==> src/rtl/tcp_pkg.sv <==
// Shared constants, header field offsets, parser state and tuple type for the
// TCP payload extractor.
package tcp_pkg;

  // Protocol constants
  localparam logic [15:0] ETHERTYPE_IPV4 = 16'h0800;
  localparam logic [7:0]  IP_PROTO_TCP   = 8'd6;
  localparam logic [15:0] ETH_HDR_LEN    = 16'd14;
  localparam logic [15:0] OFF_MAX        = 16'hFFFF;

  // Absolute frame offsets (Ethernet + IPv4 fixed header)
  localparam logic [15:0] OFF_ETYPE_HI   = 16'd12;
  localparam logic [15:0] OFF_ETYPE_LO   = 16'd13;
  localparam logic [15:0] OFF_IP_VIHL    = 16'd14;
  localparam logic [15:0] OFF_IP_LEN_HI  = 16'd16;
  localparam logic [15:0] OFF_IP_LEN_LO  = 16'd17;
  localparam logic [15:0] OFF_IP_PROTO   = 16'd23;
  localparam logic [15:0] OFF_IP_SRC_FST = 16'd26;
  localparam logic [15:0] OFF_IP_SRC_LST = 16'd29;
  localparam logic [15:0] OFF_IP_DST_FST = 16'd30;
  localparam logic [15:0] OFF_IP_DST_LST = 16'd33;

  // Offsets relative to the start of the TCP header
  localparam logic [15:0] TCP_SPORT_HI   = 16'd0;
  localparam logic [15:0] TCP_SPORT_LO   = 16'd1;
  localparam logic [15:0] TCP_DPORT_HI   = 16'd2;
  localparam logic [15:0] TCP_DPORT_LO   = 16'd3;
  localparam logic [15:0] TCP_DOFF       = 16'd12;

  // Minimum legal header lengths in 32-bit words
  localparam logic [3:0]  MIN_HDR_WORDS  = 4'd5;
  localparam logic [3:0]  IP_VERSION_4   = 4'd4;

  typedef enum logic [2:0] {
    StIdle,
    StEth,
    StIp,
    StTcp,
    StPayload,
    StDrop
  } tcp_state_e;

  typedef struct packed {
    logic [31:0] src_ip;
    logic [15:0] src_port;
    logic [31:0] dst_ip;
    logic [15:0] dst_port;
  } tcp_tuple_t;

  // Header length fields count 32-bit words; convert to a byte count.
  function automatic logic [15:0] words_to_bytes(input logic [3:0] words);
    return {10'd0, words, 2'b00};
  endfunction

endpackage

==> src/rtl/tcp_if.sv <==
// Frame byte stream in, matched payload bytes out.
interface tcp_if;

  logic       dataValid;
  logic [7:0] data;
  logic       newpkt;
  logic       outDataMatchA;
  logic       outDataMatchB;
  logic [7:0] outData;

  // Frame source side
  modport master (
    output dataValid, data, newpkt,
    input  outDataMatchA, outDataMatchB, outData
  );

  // Extractor side
  modport slave (
    input  dataValid, data, newpkt,
    output outDataMatchA, outDataMatchB, outData
  );

endinterface

==> src/rtl/tcp_tuple_match.sv <==
// Compares the 4-tuple captured from the current frame against one configured tuple.
module tcp_tuple_match
  import tcp_pkg::*;
(
  input  tcp_tuple_t cap_i,
  input  tcp_tuple_t cfg_i,
  output logic       match_o
);

  logic src_ip_eq;
  logic src_port_eq;
  logic dst_ip_eq;
  logic dst_port_eq;

  // Field-wise equality; every field must agree for a match
  always_comb begin
    src_ip_eq   = (cap_i.src_ip   == cfg_i.src_ip);
    src_port_eq = (cap_i.src_port == cfg_i.src_port);
    dst_ip_eq   = (cap_i.dst_ip   == cfg_i.dst_ip);
    dst_port_eq = (cap_i.dst_port == cfg_i.dst_port);
    match_o     = src_ip_eq && src_port_eq && dst_ip_eq && dst_port_eq;
  end

endmodule

==> src/rtl/tcp.sv <==
// TCP payload extractor: walks Ethernet/IPv4/TCP headers one byte per valid
// cycle and forwards payload bytes of frames matching tuple A and/or B.
module tcp
  import tcp_pkg::*;
#(
  parameter logic [15:0] port = 16'd80,
  parameter logic [47:0] mac  = 48'h000000000000
) (
  input  logic        CLOCK,
  input  logic        reset,
  input  logic [31:0] tcpA_src_ip,
  input  logic [15:0] tcpA_src_port,
  input  logic [31:0] tcpA_dst_ip,
  input  logic [15:0] tcpA_dst_port,
  input  logic [31:0] tcpB_src_ip,
  input  logic [15:0] tcpB_src_port,
  input  logic [31:0] tcpB_dst_ip,
  input  logic [15:0] tcpB_dst_port,
  tcp_if.slave        bus
);

  // port/mac are configuration only; reject obviously broken values at elaboration.
  if (port == 16'd0 || mac[40]) begin : g_cfg_check
    $error("tcp: port must be non-zero and mac must be unicast");
  end

  tcp_state_e  st_q, st_d;
  logic [15:0] off_q, off_d;
  logic [7:0]  etype_hi_q, etype_hi_d;
  logic [3:0]  ihl_q, ihl_d;
  logic [15:0] tot_len_q, tot_len_d;
  logic [3:0]  doff_q, doff_d;
  tcp_tuple_t  cap_q, cap_d;
  logic [7:0]  out_data_q, out_data_d;
  logic        out_a_q, out_a_d;
  logic        out_b_q, out_b_d;

  tcp_tuple_t  cfg_a, cfg_b;
  logic        match_a, match_b;

  tcp_state_e  cur_st;
  logic [15:0] cur_off;
  logic [15:0] tcp_start;
  logic [15:0] payload_start;
  logic [15:0] tcp_rel;
  logic [16:0] ip_end;

  assign cfg_a = {tcpA_src_ip, tcpA_src_port, tcpA_dst_ip, tcpA_dst_port};
  assign cfg_b = {tcpB_src_ip, tcpB_src_port, tcpB_dst_ip, tcpB_dst_port};

  tcp_tuple_match u_match_a (
    .cap_i   (cap_q),
    .cfg_i   (cfg_a),
    .match_o (match_a)
  );

  tcp_tuple_match u_match_b (
    .cap_i   (cap_q),
    .cfg_i   (cfg_b),
    .match_o (match_b)
  );

  // Header-derived boundaries; ip_end needs 17 bits since 14 + 0xFFFF overflows 16
  always_comb begin
    tcp_start     = ETH_HDR_LEN + words_to_bytes(ihl_q);
    payload_start = tcp_start + words_to_bytes(doff_q);
    ip_end        = {1'b0, ETH_HDR_LEN} + {1'b0, tot_len_q};
  end

  // Parser next-state: consumes one byte per valid cycle
  always_comb begin
    st_d       = st_q;
    off_d      = off_q;
    etype_hi_d = etype_hi_q;
    ihl_d      = ihl_q;
    tot_len_d  = tot_len_q;
    doff_d     = doff_q;
    cap_d      = cap_q;
    out_data_d = out_data_q;
    out_a_d    = 1'b0;
    out_b_d    = 1'b0;
    cur_st     = st_q;
    cur_off    = off_q;
    tcp_rel    = '0;

    if (bus.dataValid) begin
      // newpkt restarts parsing on this very byte, aborting any frame in flight
      if (bus.newpkt) begin
        cur_st  = StEth;
        cur_off = '0;
      end
      off_d   = (cur_off == OFF_MAX) ? OFF_MAX : cur_off + 16'd1;
      st_d    = cur_st;
      tcp_rel = cur_off - tcp_start;

      case (cur_st)
        StEth: begin
          if (cur_off == OFF_ETYPE_HI) etype_hi_d = bus.data;
          if (cur_off == OFF_ETYPE_LO) begin
            st_d = ({etype_hi_q, bus.data} == ETHERTYPE_IPV4) ? StIp : StDrop;
          end
        end

        StIp: begin
          if (cur_off == OFF_IP_VIHL) begin
            ihl_d = bus.data[3:0];
            if (bus.data[7:4] != IP_VERSION_4 || bus.data[3:0] < MIN_HDR_WORDS) begin
              st_d = StDrop;
            end
          end
          if (cur_off == OFF_IP_LEN_HI) tot_len_d[15:8] = bus.data;
          if (cur_off == OFF_IP_LEN_LO) tot_len_d[7:0]  = bus.data;
          if (cur_off == OFF_IP_PROTO && bus.data != IP_PROTO_TCP) st_d = StDrop;
          if (cur_off >= OFF_IP_SRC_FST && cur_off <= OFF_IP_SRC_LST) begin
            cap_d.src_ip = {cap_q.src_ip[23:0], bus.data};
          end
          if (cur_off >= OFF_IP_DST_FST && cur_off <= OFF_IP_DST_LST) begin
            cap_d.dst_ip = {cap_q.dst_ip[23:0], bus.data};
          end
          // Last byte of the IP header (options included) hands over to TCP
          if (cur_off > OFF_IP_VIHL && cur_off == tcp_start - 16'd1) st_d = StTcp;
        end

        StTcp: begin
          if (tcp_rel == TCP_SPORT_HI) cap_d.src_port[15:8] = bus.data;
          if (tcp_rel == TCP_SPORT_LO) cap_d.src_port[7:0]  = bus.data;
          if (tcp_rel == TCP_DPORT_HI) cap_d.dst_port[15:8] = bus.data;
          if (tcp_rel == TCP_DPORT_LO) cap_d.dst_port[7:0]  = bus.data;
          if (tcp_rel == TCP_DOFF) begin
            doff_d = bus.data[7:4];
            if (bus.data[7:4] < MIN_HDR_WORDS) st_d = StDrop;
          end
          // doff_q is only meaningful once the data-offset byte has gone by
          if (tcp_rel > TCP_DOFF && cur_off == payload_start - 16'd1) st_d = StPayload;
        end

        StPayload: begin
          // Bytes past ip_end are Ethernet padding; a saturated offset is out of range
          if ({1'b0, cur_off} < ip_end && cur_off != OFF_MAX) begin
            out_data_d = bus.data;
            out_a_d    = match_a;
            out_b_d    = match_b;
          end else begin
            st_d = StDrop;
          end
        end

        default: ;
      endcase
    end
  end

  // State and output registers with synchronous reset
  always_ff @(posedge CLOCK) begin
    if (reset) begin
      st_q       <= StIdle;
      off_q      <= '0;
      etype_hi_q <= '0;
      ihl_q      <= '0;
      tot_len_q  <= '0;
      doff_q     <= '0;
      cap_q      <= '0;
      out_data_q <= '0;
      out_a_q    <= 1'b0;
      out_b_q    <= 1'b0;
    end else begin
      st_q       <= st_d;
      off_q      <= off_d;
      etype_hi_q <= etype_hi_d;
      ihl_q      <= ihl_d;
      tot_len_q  <= tot_len_d;
      doff_q     <= doff_d;
      cap_q      <= cap_d;
      out_data_q <= out_data_d;
      out_a_q    <= out_a_d;
      out_b_q    <= out_b_d;
    end
  end

  assign bus.outData       = out_data_q;
  assign bus.outDataMatchA = out_a_q;
  assign bus.outDataMatchB = out_b_q;

endmodule

==> src/flat_wrapper.sv <==
// flat-port wrapper written by rule: the top's interface ports become plain ports
module tcp_flat import tcp_pkg::*;
#(
  parameter logic [15:0] port = 16'd80,
  parameter logic [47:0] mac  = 48'h000000000000
)
  (CLOCK, reset, tcpA_src_ip, tcpA_src_port, tcpA_dst_ip, tcpA_dst_port, tcpB_src_ip, tcpB_src_port, tcpB_dst_ip, tcpB_dst_port, bus_dataValid, bus_data, bus_newpkt, bus_outDataMatchA, bus_outDataMatchB, bus_outData);
  tcp_if bus_i ();
  input  logic CLOCK;
  input  logic reset;
  input  logic [31:0] tcpA_src_ip;
  input  logic [15:0] tcpA_src_port;
  input  logic [31:0] tcpA_dst_ip;
  input  logic [15:0] tcpA_dst_port;
  input  logic [31:0] tcpB_src_ip;
  input  logic [15:0] tcpB_src_port;
  input  logic [31:0] tcpB_dst_ip;
  input  logic [15:0] tcpB_dst_port;
  input wire logic [$bits(bus_i.dataValid)-1:0] bus_dataValid;
  input wire logic [$bits(bus_i.data)-1:0] bus_data;
  input wire logic [$bits(bus_i.newpkt)-1:0] bus_newpkt;
  output wire logic [$bits(bus_i.outDataMatchA)-1:0] bus_outDataMatchA;
  output wire logic [$bits(bus_i.outDataMatchB)-1:0] bus_outDataMatchB;
  output wire logic [$bits(bus_i.outData)-1:0] bus_outData;
  assign bus_i.dataValid = bus_dataValid;
  assign bus_i.data = bus_data;
  assign bus_i.newpkt = bus_newpkt;
  assign bus_outDataMatchA = bus_i.outDataMatchA;
  assign bus_outDataMatchB = bus_i.outDataMatchB;
  assign bus_outData = bus_i.outData;
  tcp #(.port(port), .mac(mac)) u_core (.CLOCK(CLOCK), .reset(reset), .tcpA_src_ip(tcpA_src_ip), .tcpA_src_port(tcpA_src_port), .tcpA_dst_ip(tcpA_dst_ip), .tcpA_dst_port(tcpA_dst_port), .tcpB_src_ip(tcpB_src_ip), .tcpB_src_port(tcpB_src_port), .tcpB_dst_ip(tcpB_dst_ip), .tcpB_dst_port(tcpB_dst_port), .bus(bus_i));
endmodule
==> config.mk <==
export PLATFORM = sky130hd
export DESIGN_NAME = tcp_flat
export DESIGN_NICKNAME = d
export VERILOG_FILES = /design/src/rtl/tcp_pkg.sv /design/src/rtl/tcp_if.sv /design/src/rtl/tcp_tuple_match.sv /design/src/rtl/tcp.sv /design/src/flat_wrapper.sv
export SDC_FILE = /design/constraint.sdc
export NUM_CORES = 1
export LEC_CHECK = 0
export BUFFER_PORTS_ARGS = -buffer_cell sky130_fd_sc_hd__clkbuf_2
export CORE_MARGIN = 4
export CORE_UTILIZATION = 56
export CTS_CLUSTER_DIAMETER = 50
export CTS_CLUSTER_SIZE = 8
export DETAILED_ROUTE_END_ITERATION = 8
export GPL_TIMING_DRIVEN = 0
export PLACE_DENSITY = 0.81
export REMOVE_ABC_BUFFERS = 1
export SLEW_MARGIN = 25
export SYNTH_ARGS = -nofsm -noshare
export SYNTH_HDL_FRONTEND = slang
export SYNTH_SLANG_ARGS = --single-unit
export TNS_END_PERCENT = 1
==> constraint.sdc <==
create_clock -name CLOCK -period 4.5 [get_ports CLOCK]
set_input_delay 0.45 -clock CLOCK [delete_from_list [all_inputs] [get_ports CLOCK]]
set_output_delay 0.45 -clock CLOCK [all_outputs]
set_load 0.02 [all_outputs]
==> key figures <==
Global route
  – Vias in the first global route: 9543
  – Total global routing overflow: 0
  – First-pass GRT wire length: 52900 um
  – Initial antenna violation count: 0
  – Largest net degree at the start of global routing: 115
  – Aggregate global-route resource usage: 33.0%

Critical path
  – Critical path fanouts, max: 53
  – Req. time, crit path: 4.81 ns
  – Critical-path top delay cell: nor2b_1
  – Startpoint Class: input port
  – Element type at the critical path end: flip-flop
  – Total buffers and inverters traversed by the critical path: 1
  – CP Class: input port to flip-flop
  – Crit path max-delay family: compound AO/OA/AOI/OAI gates
  – Crit-path cells: clkbuf_2, nor2b_1, ha_1, nand4_1, o211a_1, a211oi_4, a2111o_2, nor3_1, a211o_1
  – R2R setup slack: 0.55 ns
  – Crit Reg-Reg Endpoint: u_core.st_q[2]
  – Critical path arrival: 4.40 ns
  – Largest stage delay, worst path: 0.76 ns
  – R2r worst-path depth: 11
  – Crit. Startpoint: bus_newpkt
  – Worst r2r src: u_core.ihl_q[0]

Synthesis
  – EDFF count, synth: 0
  – Cell Area, Synth: 0.0104 sq mm
  – Post-synthesis mux area share: 7.70%
  – Post-synth top area cell: dfxtp_1
  – Post-Synth XOR/XNOR Area: 17.3%
  – Syn avg cell area: 8.23 sq um
  – Ys flop type: dfxtp_1
  – Register bit total from synthesis: 157
  – Post-Synth Simple-Gate Area: 21.1%
  – Synth area leaders: dfxtp_1 30%, xnor2_1 9.7%, mux2i_1 7.7%, xor2_1 7.7%, a21oi_1 4.4%
  – Synth Warn #: 0
  – Largest family of logic cells by synthesized area: simple AND/OR/NAND/NOR gates
  – Sequential area share after synthesis: 30.2%
  – Most common cell in the synthesized netlist: dfxtp_1
  – Top cell type's share of synthesized area: 30.2%
  – Share of synthesized registers carrying an async set or reset: 0%
  – Post-Synth Adder-Cell Area: 4.23%
  – Top cells by count, synth: 157 x dfxtp_1, 115 x xnor2_1, 110 x nor2_1, 92 x a21oi_1, 91 x xor2_1
  – Post-Synthesis Cells: 1264
  – Synth unique cells: 69
  – Post-synthesis compound-gate area fraction: 14.9%

Timing
  – Post-layout minimum cycle time: 4.09 ns
  – Setup ws final: 0.412 ns
  – RSZ-0062 raised after global routing: no
  – Relative slew slack: 31.6%
  – Setup Skew: 0.0104 ns
  – Setup violators final: 0
  – Count of final max-slew check failures: 0
  – Final Hold Viols: 0
  – Worst-margin pin slew: 1.02 ns
  – Final period util: 90.8%
  – Minimum hold slack: 0.326 ns
  – Max Clk Rate: 0.245 GHz

Clocking
  – Insertion delay to the later sink of the worst-skew pair: 0.43 ns
  – Num CTS Buffers: 17
  – Clock-pin slew on the worst setup and hold paths: 0.07 ns
  – Max Buffers Root-to-Sink: 2
  – Post-CTS sizing: 0
  – Setup bufs post-CTS: 0
  – Clock sink count: 157
  – Clk root buf: clkbuf_16
  – H-tree depth: 4
  – CTS tree: done
  – Cts hold-fix bufs: 0

Die
  – Die H: 144 um
  – Core Area: 0.0181 sq mm
  – Die area: 0.0208 sq mm
  – Die span in x: 144 um
  – Placement row count: 49
  – I/O pin total: 214
  – Initial cell density of the core: 57.5%

Routing
  – 1st-pass router iterations: 5
  – Post-Route WL: 35700 um
  – Post-route ant nets: 0
  – Post-DR wirelength/cell: 21.2 um
  – Post-route DRC: 0
  – Vias: 10200
  – Vias/cell: 6.09
  – 1st-iter DRT viols: 1123

Power
  – VDD IR max: 273 uV
  – Comb pwr share: 10.0%
  – Sw Pwr: 865 uW
  – Clk pwr share: 45.5%
  – Sw Ratio: 27.6%
  – Leakage: 0.00473 uW
  – Sequential share of power: 44.5%
  – PD cells: 257 mW/mm^2
  – Internal power: 2270 uW

Final layout
  – Nets@finish: 1677
  – Share of layout cells above drive strength 1: 18.9%
  – Area Overhead vs Synth: 17.4%
  – Antenna cells: 0
  – Final Core Density: 67.5%

Placement
  – Post-DP HPWL: 27500 um
  – Dpl ws: 0.0798 ns
  – IO Port Bufs: 213
  – Placer's final routability congestion estimate: 0.974

Run
  – Max cap viols: 0

Worst hold path
  – Hold Startpoint: tcpB_dst_port[6]
  – Hold EP: u_core.bus.outDataMatchB
  – Worst Hold Path Cells: 4
  – Hold/Removal Path Class: input port to flip-flop

Status
  – Run status: completed
==> sequential cells by signal (all words and copies together), names as in the netlist, 3 cells and up <==
name / count
u_core.cap_q: 96
u_core.off_q: 16
u_core.tot_len_q: 16
u_core.bus.outData: 8
u_core.etype_hi_q: 8
u_core.doff_q: 4
u_core.ihl_q: 4
u_core.st_q: 3
==> stage by stage <==
step	cells	power (uW)	TNS, ns	instance area (sq um)
6_report	1681	3140	0	12200
5_1_grt	1681	3220	0	12200
4_1_cts	1681	3150	0	12200
3_5_place_dp	1649	1740	0	11600
3_3_place_gp	1640	1730	-43.77	11400
2_1_floorplan	1198	1540	0	10100
==> how the worst max path moves through the flow <==
stage / cells after the start / end / slack [ns]
5_1_grt: 9 / u_core.st_q[2] / 0.16
2_1_floorplan: 11 / u_core.st_q[0] / 1.16
6_report: 9 / u_core.st_q[2] / 0.41
3_3_place_gp: 11 / u_core.bus.outData[4] / -0.51
4_1_cts: 12 / u_core.st_q[0] / 0.53
3_5_place_dp: 12 / u_core.bus.outDataMatchB / 0.08
==> cell usage in the layout, fill, tap and decap left out, types with 32 or more instances in the layout <==
cell type	Yosys	layout
o21ai_0	61	61
a21oi_1	92	92
nand4_1	53	53
inv_1	37	37
dfxtp_1	157	157
xnor2_1	115	115
nor4_1	35	34
mux2i_1	80	80
nor3_1	35	34
nor2_1	110	110
nand2_1	76	76
xor2_1	91	91
clkbuf_2	0	212
nand3_1	52	52
ha_1	32	32
==> final cells by class <==
class | instances | area (sq um)
Inverter | 38 | 143
Clock buffer | 17 | 425
Tap cell | 229 | 287
Timing Repair Buffer | 222 | 1220
Multi-Input combinational cell | 1003 | 6820
Fill cell | 1510 | 5880
Sequential cell | 157 | 3140
Clock inverter | 15 | 174
==> worst register-to-register path: cells and delay by family, from the launching register on <==
family	cells	cell delay, ns
fa+ha+maj	2	0.70
flops	1	0.41
compound gates	4	1.79
buf+inv	2	0.23
simple gates	3	0.72
==> power groups by stage <==
| stage | sequential (uW) | clock [uW] | combinational, uW |
|---|---|---|---|
| final | 1400 | 1430 | 312 |
| after global routing | 1400 | 1490 | 332 |
| after CTS | 1400 | 1450 | 308 |
| after detailed placement | 1430 | 0 | 305 |
| after global placement | 1430 | 0 | 302 |
| after floorplan | 1430 | 0 | 108 |
==> kinds of logic after synthesis <==
kind of cell	after synthesis
AOI/OAI and AO/OA	251
xor gates and xnor gates	206
adders and majority gates	34
buffers and inverters	104
DFF	157
muxes	80
and+or+nand+nor	432
==> layer usage <==
metal | vias up | share of wire, % | global-route usage, %
met1 | 4819 | 41 | 42.1
met2 | 487 | 48 | 55.8
met5 | - | 0 | 0
met4 | 0 | 3.3 | 11.9
met3 | 78 | 8.1 | 6.05
li1 | 4859 | - | -
Note: power is estimated with default switching activity, not from simulation.
